===== src/rtl/rr_pkg.sv =====
// Shared definitions for the round-robin requester agent.
package rr_pkg;

   localparam int N_CH          = 4;
   localparam int CNT_W_DEF     = 3;
   localparam int BURST_LEN_DEF = 4;

   typedef enum logic [1:0] {
      ST_IDLE = 2'b00,
      ST_REQ  = 2'b01,
      ST_XFER = 2'b10,
      ST_REL  = 2'b11
   } ch_state_t;

endpackage


===== src/rtl/rr_req_chan.sv =====
// One requester channel: job queue, request FSM and beat counter.
//
//  state | meaning
//  IDLE  | no pending job, request low
//  REQ   | request raised, waiting for the first grant of a burst
//  XFER  | burst in progress; beats advance only on grant, held across gaps
//  REL   | request dropped for one cycle so the arbiter sees the release
module rr_req_chan
   import rr_pkg::*;
#(
   parameter int CNT_W     = CNT_W_DEF,
   parameter int BURST_LEN = BURST_LEN_DEF
) (
   input  logic clk,
   input  logic rst_n,
   input  logic i_job,
   input  logic i_gnt,
   input  logic i_gnt_multi,
   output logic o_req,
   output logic o_active,
   output logic o_beat,
   output logic o_done,
   output logic o_ovf
);

   localparam logic [CNT_W-1:0] PEND_MAX  = '1;
   localparam logic [3:0]       LAST_BEAT = 4'(BURST_LEN - 1);

   ch_state_t        r_state;
   ch_state_t        w_state_nxt;
   logic [CNT_W-1:0] r_pend;
   logic [3:0]       r_beat;
   logic             r_ovf;
   logic             w_active;
   logic             w_beat;
   logic             w_final;

   // A multi-hot grant is never a beat, even for a channel that is requesting.
   assign w_active = (r_state == ST_REQ) || (r_state == ST_XFER);
   assign w_beat   = i_gnt & ~i_gnt_multi & w_active;
   assign w_final  = w_beat & (r_beat == LAST_BEAT);

   assign o_req    = w_active;
   assign o_active = w_active;
   assign o_beat   = w_beat;
   assign o_done   = w_final;
   assign o_ovf    = r_ovf;

   // State register.
   always_ff @(posedge clk or negedge rst_n) begin
      if (!rst_n) r_state <= ST_IDLE;
      else        r_state <= w_state_nxt;
   end

   // Next-state logic; REL looks at the already-decremented pending count.
   always_comb begin
      w_state_nxt = r_state;
      unique case (r_state)
         ST_IDLE: if (r_pend != '0) w_state_nxt = ST_REQ;
         ST_REQ:  if (w_beat)       w_state_nxt = w_final ? ST_REL : ST_XFER;
         ST_XFER: if (w_final)      w_state_nxt = ST_REL;
         ST_REL:  w_state_nxt = (r_pend != '0) ? ST_REQ : ST_IDLE;
         default: w_state_nxt = ST_IDLE;
      endcase
   end

   // Pending-job counter with saturation and sticky overflow.
   always_ff @(posedge clk or negedge rst_n) begin
      if (!rst_n) begin
         r_pend <= '0;
         r_ovf  <= 1'b0;
      end else if (i_job && !w_final) begin
         if (r_pend == PEND_MAX) r_ovf  <= 1'b1;
         else                    r_pend <= r_pend + 1'b1;
      end else if (!i_job && w_final) begin
         r_pend <= r_pend - 1'b1;
      end
   end

   // Beat counter, held while the grant is elsewhere.
   always_ff @(posedge clk or negedge rst_n) begin
      if (!rst_n)       r_beat <= '0;
      else if (w_final) r_beat <= '0;
      else if (w_beat)  r_beat <= r_beat + 4'd1;
   end

endmodule


===== src/rtl/rr_req_agent.sv =====
// Four-channel requester front end for the round-robin arbiter.
module rr_req_agent
   import rr_pkg::*;
#(
   parameter int CNT_W     = CNT_W_DEF,
   parameter int BURST_LEN = BURST_LEN_DEF
) (
   input  logic            clk,
   input  logic            rst_n,
   input  logic [N_CH-1:0] job_in,
   input  logic [N_CH-1:0] gnt,
   output logic [N_CH-1:0] req,
   output logic            xfer_valid,
   output logic [1:0]      xfer_ch,
   output logic [N_CH-1:0] done,
   output logic [N_CH-1:0] ovf,
   output logic            gnt_err
);

   logic [N_CH-1:0] w_active;
   logic [N_CH-1:0] w_beat;
   logic            w_gnt_multi;
   logic            w_gnt_bad;
   logic            r_gnt_err;

   assign w_gnt_multi = |(gnt & (gnt - 4'd1));
   assign w_gnt_bad   = w_gnt_multi | (|(gnt & ~w_active));
   assign gnt_err     = r_gnt_err;

   for (genvar g = 0; g < N_CH; g++) begin : g_chan
      rr_req_chan #(
         .CNT_W     (CNT_W),
         .BURST_LEN (BURST_LEN)
      ) u_chan (
         .clk         (clk),
         .rst_n       (rst_n),
         .i_job       (job_in[g]),
         .i_gnt       (gnt[g]),
         .i_gnt_multi (w_gnt_multi),
         .o_req       (req[g]),
         .o_active    (w_active[g]),
         .o_beat      (w_beat[g]),
         .o_done      (done[g]),
         .o_ovf       (ovf[g])
      );
   end

   // Sticky record of any illegal grant.
   always_ff @(posedge clk or negedge rst_n) begin
      if (!rst_n)         r_gnt_err <= 1'b0;
      else if (w_gnt_bad) r_gnt_err <= 1'b1;
   end

   // Encode the (at most one) beating channel.
   always_comb begin
      xfer_valid = |w_beat;
      xfer_ch    = 2'd0;
      for (int i = 0; i < N_CH; i++) begin
         if (w_beat[i]) xfer_ch = 2'(i);
      end
   end

endmodule


===== config.mk =====
export PLATFORM = sky130hd
export DESIGN_NAME = rr_req_agent
export DESIGN_NICKNAME = d
export VERILOG_FILES = /design/src/rtl/rr_pkg.sv /design/src/rtl/rr_req_chan.sv /design/src/rtl/rr_req_agent.sv
export SDC_FILE = /design/constraint.sdc
export NUM_CORES = 1
export LEC_CHECK = 0
export ABC_AREA = 1
export CORE_MARGIN = 10
export CORE_UTILIZATION = 30
export CTS_CLUSTER_DIAMETER = 150
export DETAILED_ROUTE_END_ITERATION = 12
export PLACE_DENSITY = 0.48
export SETUP_SLACK_MARGIN = 0.05
export SYNTH_ARGS = -nofsm -noshare
export SYNTH_HDL_FRONTEND = slang
export SYNTH_HIERARCHICAL = 1
export SYNTH_SLANG_ARGS = --single-unit

===== constraint.sdc =====
create_clock -name clk -period 2.5 [get_ports clk]
set_input_delay 0.5 -clock clk [delete_from_list [all_inputs] [get_ports clk]]
set_output_delay 0.5 -clock clk [all_outputs]
set_load 0.02 [all_outputs]

==> results_dict.tcl, run 1 <==
set metrics [dict create \
    fp.dieW_um 117.1 \
    die_h_um 117.1 \
    synth_area_um2 2829 \
    min_period_ns 2.316 \
    synth_xor_xnor_area_share_pct 2.742 \
    outcome "complete, no violations" \
    finalNetCount 425 \
    drv_slew 0 \
    fmax_mhz 431.9 \
    ys_ff_latch 41 \
    post-route-cell-area_um2 3503 \
    synthSimpleGateAreaFrac_pct 32.07 \
    drc_errors 0 \
    cp.required_ns 2.00 \
    synth_fa_ha_area_share_pct 13.45 \
    dpl_cell_area_um2 3443 \
    post-place-ws_ns -0.4751 \
    tightest_slew_ns 0.5610 \
    period_share_pct 92.62 \
    place.gp.congestion 0.7587 \
    clockBufferDepth 2 \
    hold_viol_final 0 \
    syn-mean-instance-area_um2 8.678 \
    hpwl_um 4446 \
    crit_path_start_kind "register" \
    cts_buffers 5 \
    ys_warn_count 6 \
    synth_async_sr_flop_share_pct 100.0 \
    p_leak_uw 0.001823 \
    multiInputGateArea_um2 1572 \
    syn2layout_area_growth_pct 23.84 \
    clock_sinks 41 \
    setup_violations 0 \
    wl_um 5657 \
    num_antenna_cells 0 \
    ir_drop_uv 367.4 \
    grt_pass1_wl_um 9839 \
    grt.overflow.total 0 \
    max_slew_margin_pct 62.60 \
    antenna_found_initial 1 \
    avgViaCountPerCell 4.357 \
    register_area_um2 1026 \
    synth.area.mux_share_pct 0 \
    wire_per_inst_um 11.34 \
    yosysSeqAreaShare_pct 36.27 \
    drive_above_1_share_pct 26.03 \
    num_vias 2174 \
    worstPathMaxFanout 4 \
    start_util_pct 30.76 \
    grt_max_degree 42 \
    synth_compound_area_share_pct 7.209 \
    cts_tree "built" \
    synthCells 326 \
    p_per_area_nw_per_um2 1093 \
    maxCapViolCount 0 \
    drtIter0Drc 53 \
    drtAntennaViolNets 0 \
    htree_levels 2 \
    endpoint_kind "output port" \
    die_area_um2 13710 \
    drt_pass1_iterations 4 \
    rsz0062_at_grt "false" \
    grt_pass1_vias 2171 \
    worstHoldPathType "in2async" \
    synth_cell_types 27 \
    power_uw 3830 \
    setup_ws_ns 0.1844 \
    rows 35 \
    r2r_start "g_chan[0].u_chan/r_state[0]" \
    arrival_ns 1.82 \
    skew_ns 0.007932 \
    synth_edf_count 0 \
    syn-num-nets 364 \
    path_clk_slew_ns 0.09 \
    clock-root-buffer "clkbuf_8" \
    worstSetupPathType "reg2out" \
    port_buffers 25 \
    clkLatencyLatePin_ns 0.29 \
    track_usage_pct 9.000 \
    synth_top_family_by_area "simple AND/OR/NAND/NOR gates" \
    n_fill_cell 942 \
    startpoint "g_chan[1].u_chan/r_state[0]" \
    synth-main-ff-cell "dfrtp_1" \
    io_pins 26 \
    core_um2 9196 \
]
==> kinds of logic after synthesis <==
group	Yosys count
compound gates	30
xor+xnor	8
fa+ha+maj	28
buf+inv	57
flops	41
simple gates	162
==> synthesized netlist by cell type (4+ instances only) <==
cell type,number,area share (%)
o31ai_1,4,1.1
nor2_1,8,1.1
nor2_4,6,2.4
nand3_1,24,4.2
o21ai_0,5,0.88
buf_4,4,1.1
fa_1,4,2.8
inv_1,49,6.5
nand2_4,9,3.6
o21ai_1,14,2.5
dfrtp_1,41,36
nor2_2,5,1.1
nand2_1,77,10
o21bai_1,4,1.1
nand4_1,7,1.5
nand3_2,7,2.5
xor2_1,7,2.2
ha_1,24,11
nand2_2,11,2.4
==> through the flow <==
stage / util [%] / hold slack (ns) / setup TNS [ns] / cells
after global routing: 38.10 / 0.3263 / 0 / 499
after global placement: 37.44 / 0.4612 / -4.432 / 491
after CTS: 38.04 / 0.2953 / 0 / 499
after floorplan: - / 0.2044 / 0 / 326
after detailed placement: 37.44 / 0.4653 / -4.556 / 491
final: 38.10 / 0.2797 / 0 / 499
==> critical path, stage by stage, from the launching register on <==
cell	delay [ns]
dfrtp_1	0.39
inv_1	0.10
ha_1	0.30
buf_4	0.13
clkdlybuf4s50_1	0.61
==> cells in the final DEF (no fill, tap or decap), types with 4 or more instances in the layout <==
| cell type | n |
|---|---|
| xor2_1 | 7 |
| inv_2 | 4 |
| clkdlybuf4s50_1 | 11 |
| nand2_1 | 77 |
| o21ai_0 | 5 |
| nand3_1 | 24 |
| buf_4 | 31 |
| nand3_2 | 7 |
| nand2_4 | 9 |
| o21bai_1 | 4 |
| dfrtp_1 | 41 |
| fa_1 | 4 |
| buf_2 | 7 |
| nand4_1 | 7 |
| clkbuf_8 | 5 |
| ha_1 | 24 |
| o21ai_1 | 14 |
| nor2_2 | 6 |
| o31ai_1 | 4 |
| dlygate4sd2_1 | 4 |
| nand2_2 | 11 |
| nor2_4 | 6 |
| inv_1 | 48 |
| nor2_1 | 7 |
==> final timing paths <==
path                                                   end  slack, ns  depth (start not counted)
worst min register to register      g_chan[2].u_chan/o_ovf       0.49                          1
worst min-delay path            g_chan[3].u_chan/r_pend[0]       0.28                          2
worst max register to register  g_chan[0].u_chan/r_pend[2]       0.34                         11
worst max-delay path                                req[1]       0.18                          4
max in group asynchronous       g_chan[2].u_chan/r_beat[1]       1.84                          2
min in group clk                    g_chan[2].u_chan/o_ovf       0.49                          1
==> where the power goes <==
part	leakage [µW]	total, µW	switching (µW)	internal [µW]
Combinational	0.00130	2150	1210	936
Sequential	0.000474	1240	263	973
Clock	0.0000450	446	252	194
==> flip-flops by register name, summed over array words and instances, names as in the netlist <==
name / count
gnt_err: 1
g_chan.u_chan/r_beat: 16
g_chan.u_chan/r_pend: 12
g_chan.u_chan/r_state: 8
g_chan.u_chan/o_ovf: 4
==> cell type report <==
cell class                      count  area share [%]
Clock inverter                      2          0.2857
Inverter                           53           5.821
Tap cell                          111           3.964
Sequential cell                    41           29.29
Multi-Input combinational cell    228           44.86
Timing Repair Buffer               58           13.71
Clock buffer                        6           2.071
==> routing by layer <==
layer / share of wire [%] / up-vias / global-route usage [%]
met1: 47 / 996 / 11.10
li1: - / 1142 / -
met3: 4.5 / 8 / 2.803
met2: 47 / 26 / 14.47
met4: 1.4 / 2 / 3.213
met5: 0.21 / - / 0
==> what timing repair did <==
| item | CTS | global route |
|---|---|---|
| hold buffers | 0 | 0 |
| endpoints found under the setup margin | 8 | 2 |
| setup buffers | 0 | 0 |
| resized for setup | 35 | 2 |
| pin swaps | 2 | 0 |
(Power assumes the default switching activity.)
==> inputs of run 2 (changes only) <==
--- a/config.mk
+++ b/config.mk
@@ -12,6 +12,7 @@
 export DETAILED_ROUTE_END_ITERATION = 12
 export PLACE_DENSITY = 0.48
 export SETUP_SLACK_MARGIN = 0.05
+export SLEW_MARGIN = 5
 export SYNTH_ARGS = -nofsm -noshare
 export SYNTH_HDL_FRONTEND = slang
 export SYNTH_HIERARCHICAL = 1
==> results of run 2 <==
Same layout as run 1: the final DEF is identical, and so are final timing and power.
==> inputs of run 3 (changes only) <==
--- a/config.mk
+++ b/config.mk
@@ -6,7 +6,7 @@
 export NUM_CORES = 1
 export LEC_CHECK = 0
 export ABC_AREA = 1
-export CORE_MARGIN = 10
+export CORE_ASPECT_RATIO = 1.4
 export CORE_UTILIZATION = 30
 export CTS_CLUSTER_DIAMETER = 150
 export DETAILED_ROUTE_END_ITERATION = 12
==> constraint.sdc (replaced) <==
create_clock -name clk -period 2.6 [get_ports clk]
set_input_delay 0.52 -clock clk [delete_from_list [all_inputs] [get_ports clk]]
set_output_delay 0.52 -clock clk [all_outputs]
set_load 0.02 [all_outputs]
==> results_dict.tcl, run 3 (synthesis results as in run 1) <==
set metrics [dict create \
    tightest_slew_ns 0.5631 \
    htree_levels 2 \
    cp.depth 4 \
    endpoint_kind "output port" \
    reg2regPathDepth 11 \
    port_buffers 25 \
    track_usage_pct 12.16 \
    p_leak_uw 0.001862 \
    cp_slowest_cell "clkdlybuf4s50_1" \
    core_um2 9080 \
    grt_max_degree 42 \
    skew_ns 0.003443 \
    setup-tns-final_ns 0 \
    grt_pass1_wl_um 9446 \
    reg_top3 "g_chan.u_chan/r_beat (16), g_chan.u_chan/r_pend (12), g_chan.u_chan/r_state (8)" \
    rr_endpoint "g_chan[0].u_chan/r_pend[2]" \
    drv_slew 0 \
    hold_viol_final 0 \
    top_register "g_chan.u_chan/r_beat" \
    grt_pass1_vias 2076 \
    setup_violations 0 \
    ir_drop_uv 529.1 \
    layout_commonest_cell "nand2_1" \
    r2r_start "g_chan[0].u_chan/r_state[0]" \
    crit_path_start_kind "register" \
    worstSetupPathType "reg2out" \
    clock-root-buffer "clkbuf_16" \
    layout_common_cells "76 x nand2_1, 48 x inv_1, 41 x dfrtp_1" \
    wl_um 5243 \
    cp.required_ns 2.08 \
    syn2layout_area_growth_pct 26.40 \
    max_slew_margin_pct 62.46 \
    largest_reg_flops 16 \
    critPathTopFamily "buffers and inverters" \
    period_share_pct 91.42 \
    grt.overflow.total 0 \
    final_util_pct 39.38 \
    die_h_um 116.9 \
    worstPathMaxFanout 4 \
    arrival_ns 1.86 \
    antenna_found_initial 0 \
    fp.dieW_um 84.07 \
    drt_pass1_iterations 4 \
    maxCapViolCount 0 \
    avgViaCountPerCell 4.362 \
    worst-path-buf-inv 3 \
    min_period_ns 2.377 \
    num_antenna_cells 0 \
    cts_tree "built" \
    outcome "complete, no violations" \
    clock_sinks 41 \
    num_vias 2146 \
    cts_buffers 5 \
    hpwl_um 4119 \
    clkLatencyLatePin_ns 0.28 \
    finalNetCount 423 \
    regToRegSetupSlack_ns 0.41 \
    place.gp.congestion 0.7525 \
    crit_chain "inv_1, ha_1, buf_4, clkdlybuf4s50_1" \
    start_util_pct 31.16 \
    wire_per_inst_um 10.66 \
    worstHoldPathType "in2async" \
    p_per_area_nw_per_um2 1079 \
    io_pins 26 \
    die_area_um2 9828 \
    path_clk_slew_ns 0.06 \
    postCtsHoldBufs 0 \
    clockBufferDepth 2 \
    max_stage_delay_ns 0.60 \
    rows 41 \
    fmax_mhz 420.7 \
    rsz0062_at_grt "false" \
    drtIter0Drc 52 \
    drc_errors 0 \
    drive_above_1_share_pct 25.71 \
    drtAntennaViolNets 0 \
]
-- run 3: layout make-up --
class / count / area [µm²]
fillers: 921 / 5504
multi-input cells: 228 / 1583
flip-flops and latches: 41 / 1026
clock buffers: 7 / 142.6
inverters: 53 / 203.9
repair buffers: 56 / 486.7
well taps: 107 / 133.9
-- run 3: layer usage --
layer	vias up	global-route usage [%]	share of wire [%]
met3	7	2.805	2.8
met2	24	20.38	47
met4	0	4.483	1.7
met5	-	0	0
li1	1140	-	-
met1	975	15.40	48
-- run 3: what timing repair did --
item	4_1_cts	5_1_grt
gates resized for setup	26	18
setup endpoints to repair	7	9
pin swaps	0	2
endpoints found under the hold margin	0	0
buffers inserted	0	0
-- run 3: worst max path at each step --
stage,start,endpoint
after detailed placement,gnt[1],done[1]
final,g_chan[3].u_chan/r_state[0],req[3]
after global placement,gnt[1],done[1]
after floorplan,gnt[1],xfer_ch[0]
after CTS,gnt[1],done[3]
after global routing,g_chan[3].u_chan/r_state[0],req[3]
-- run 3: through the flow --
step	std cells	power, µW	setup WS, ns	instance area, µm²	hold slack [ns]
6_report	492	3859	0.2231	3576	0.3056
5_1_grt	492	4265	0.1077	3576	0.3622
4_1_cts	492	3913	0.05300	3541	0.3359
3_5_place_dp	485	3283	-0.3776	3423	0.4630
3_3_place_gp	485	3267	-0.3569	3423	0.4573
2_1_floorplan	326	2681	0.3917	2829	0.2244
-- run 3: power by group --
part           total (µW)  switching [µW]  internal, µW
clock                 619             242           377
sequential           1210             267           938
combinational        2030            1140           893
total                3860            1650          2210
==> edit: new RTL, config.mk and constraints of run 3 <==
Register the output `ovf`, with the module's reset; this adds one clock of latency there. The other outputs are not delayed to match.
--- a/src/rtl/rr_req_agent.sv
+++ b/src/rtl/rr_req_agent.sv
@@ -17,4 +17,6 @@
    output logic            gnt_err
 );
+
+   logic [N_CH-1:0] ovf_d;
 
    logic [N_CH-1:0] w_active;
@@ -42,5 +44,5 @@
          .o_beat      (w_beat[g]),
          .o_done      (done[g]),
-         .o_ovf       (ovf[g])
+         .o_ovf       (ovf_d[g])
       );
    end
@@ -61,4 +63,12 @@
    end
 
+   always_ff @(posedge clk or negedge rst_n) begin
+      if (!rst_n) begin
+         ovf <= '0;
+      end else begin
+         ovf <= ovf_d;
+      end
+   end
+
 endmodule
 
Function: changed (Yosys sat finds a counterexample within 10 cycles, from zero or initial values and one cycle with rst_n low).
==> edit against run 3 <==
Cell count increased by 2.8%; total power grew 4.2%; count of clock-buffer cells in the layout did not move; die area grew 3.7%; combinational power about the same; largest cell class unchanged; worst setup slack improved by 0.019 ns; critical path type unchanged; sequential cell count rose by 4; cell area is 2.5% higher; non-clock buffer count grew 1; via count grew 3.1%; synthesized area grew 3.8%; wire length rose by 7.2%; sequential power increased by 7%.
==> edit: results (changes against run 3) <==
Synthesis
  – FFs w/ async S/R, synth: 1.00 (unchanged)
  – Synth cell types: 27 (unchanged)
  – Commonest cells post-synth: nand2_1 (83), inv_1 (53), dfrtp_1 (45)
  – Post-synthesis sequential area ratio: 0.384 (+0.0210)
  – Ys Warns: 6 (unchanged)
  – Syn Area/Cell: 8.76 um^2 (+0.97%)
  – Most used DFF post-synth: dfrtp_1
  – Number of synthesized flops with an enable pin: 0 (unchanged)
  – Top-count cell post-synth: nand2_1
  – Largest cells by area after synthesis: dfrtp_1 (38%), nand2_1 (11%), ha_1 (10%), inv_1 (6.8%), nand3_1 (4.6%)
  – Synthesized net count: 373 (+2.5%)

Drt
  – WL met1: 2330 um (-7.7%)
  – DR WL met2: 3030 um (+22%)
  – WL/cell: 11.1 um (+4.2%)
  – Final WL: 5620 um (+7.2%)
  – Starting DRC count in detailed routing: 60 (+15%)
  – Top Metal Used: met4
  – First drt pass iteration count: 4 (unchanged)
  – Met3 Wirelength: 132 um (-11%)
  – Via-per-instance ratio: 4.37 (+0.27%)

Timing
  – Max Clock Skew: 0.00367 ns (+0.000225 ns)
  – # setup viols final: 0 (unchanged)
  – Slew at the pin closest to its max-slew limit: 0.603 ns (+0.0403 ns)

Layout
  – Share of cells above drive strength 1: 0.245 (-0.0122)
  – # fillers: 965 (+4.8%)
  – Nets: 433 (+2.4%)
  – Antenna diode count: 0 (unchanged)
  – Final Util: 0.388 (-0.00626)
  – Biggest regs: g_chan.u_chan/r_beat x16, g_chan.u_chan/r_pend x12, g_chan.u_chan/r_state x8

GRT
  – Global-route wire length before repair: 10200 um (+7.6%)
  – Largest net degree at the start of global routing: 46 (+9.5%)
  – Number of antenna violations at the first check in global routing: 0 (unchanged)
  – Via count of the first global-routing pass: 2269 (+9.3%)
  – Total GRT Usage: 0.128 (+0.00663)

Clocking
  – Clk slew on worst S/H paths: 0.07 ns
  – Clk_lat worst skew: 0.29 ns
  – Num CTS Buffers: 5 (unchanged)
  – CTS root buf: clkbuf_16
  – Max clock buf depth: 2 (unchanged)
  – H-tree Lvls: 2 (unchanged)
  – Hold bufs inserted after CTS: 0 (unchanged)

Place
  – GP Congestion: 0.795 (+5.6%)
  – Placed insts: 498 (+2.7%)
  – Post-DP HPWL: 4300 um (+4.4%)
  – PortBufs: 25 (unchanged)

Outcome
  – Status: finished clean

Power and ir drop
  – Lkg Pwr: 1.92 nW (+3.4%)
  – Maximum VDD drop: 0.555 mV (+5.0%)

Min path
  – Min-Delay Path Class: primary input to asynchronous set/reset pin

Critical path
  – Critical path's slowest cell: clkdlybuf4s50_1
  – Max stage delay on crit path: just under 0.6 ns
  – Arrival time worst endpoint: 1.84 ns (-0.02 ns)
  – Worst-path maximum fanout: 4 (unchanged)
## edit: final timing paths
path / start / to / slack, ns / cells past startpoint
worst max-delay path: g_chan[3].u_chan/r_state[0]$_DFFE_PN0P_ / req[3] / 0.24 / 4
worst max register to register: g_chan[3].u_chan/r_state[0]$_DFFE_PN0P_ / g_chan[3].u_chan/r_pend[2]$_DFFE_PN0P_ / 0.37 / 15
worst min-delay path: rst_n / g_chan[2].u_chan/r_pend[0]$_DFFE_PN0P_ / 0.32 / 2
min in group clk: g_chan[3].u_chan/o_ovf$_DFFE_PN0P_ / ovf[3]$_DFF_PN0_ / 0.38 / 0
max in group asynchronous: rst_n / g_chan[0].u_chan/o_ovf$_DFFE_PN0P_ / 1.87 / 2
worst min register to register: g_chan[3].u_chan/o_ovf$_DFFE_PN0P_ / ovf[3]$_DFF_PN0_ / 0.38 / 0
## edit: cell families after synthesis
logic type	after synthesis	share of synthesized area
AOI/OAI and AO/OA	27	0.0605
xor gates and xnor gates	8	0.0290
adders and majority gates	28	0.130
buffers and inverters	61	0.0865
DFF	45	0.384
and+or+nand+nor	166	0.311
## edit: report_power, final
group          leakage (nW)  total [mW]  switching, mW  internal (mW)
registers             0.513        1.30          0.276           1.03
logic                  1.33        2.03           1.15          0.877
clock network        0.0799       0.694          0.286          0.408
total                  1.92        4.02           1.71           2.31
## edit: critical path, delay by kind of cell, from the launching register on
family | cells | cell delay, ns
buffers and inverters | 3 | 0.82
DFF | 1 | 0.40
adders and majority gates | 1 | 0.32
## edit: routing by layer
| layer | vias up | GRT usage |
|---|---|---|
| met1 | 1029 | 0.143 |
| met3 | 6 | 0.0270 |
| li1 | 1160 | - |
| met5 | - | 0 |
| met2 | 18 | 0.229 |
| met4 | 0 | 0.0594 |
## edit: cell type report
class	instances	area share
multi-input combinational	229	0.424
tap	110	0.0375
sequential	45	0.307
timing repair buffer	57	0.127
inverter	57	0.0611
clock buffer	7	0.0416
clock inverter	1	0.00137
## edit: repair_timing
action / 4_1_cts / 5_1_grt
setup endpoints to repair: 9 / 9
gates cloned: 0 / 0
resized for setup: 31 / 3
buffers inserted: 0 / 0
## edit: stage by stage
step | worst slack [ns] | instance area [um^2]
after floorplan | 0.360 | 2940
after global placement | -0.439 | 3530
after detailed placement | -0.420 | 3530
after CTS | 0.0394 | 3660
after global routing | 0.0946 | 3670
final | 0.242 | 3670
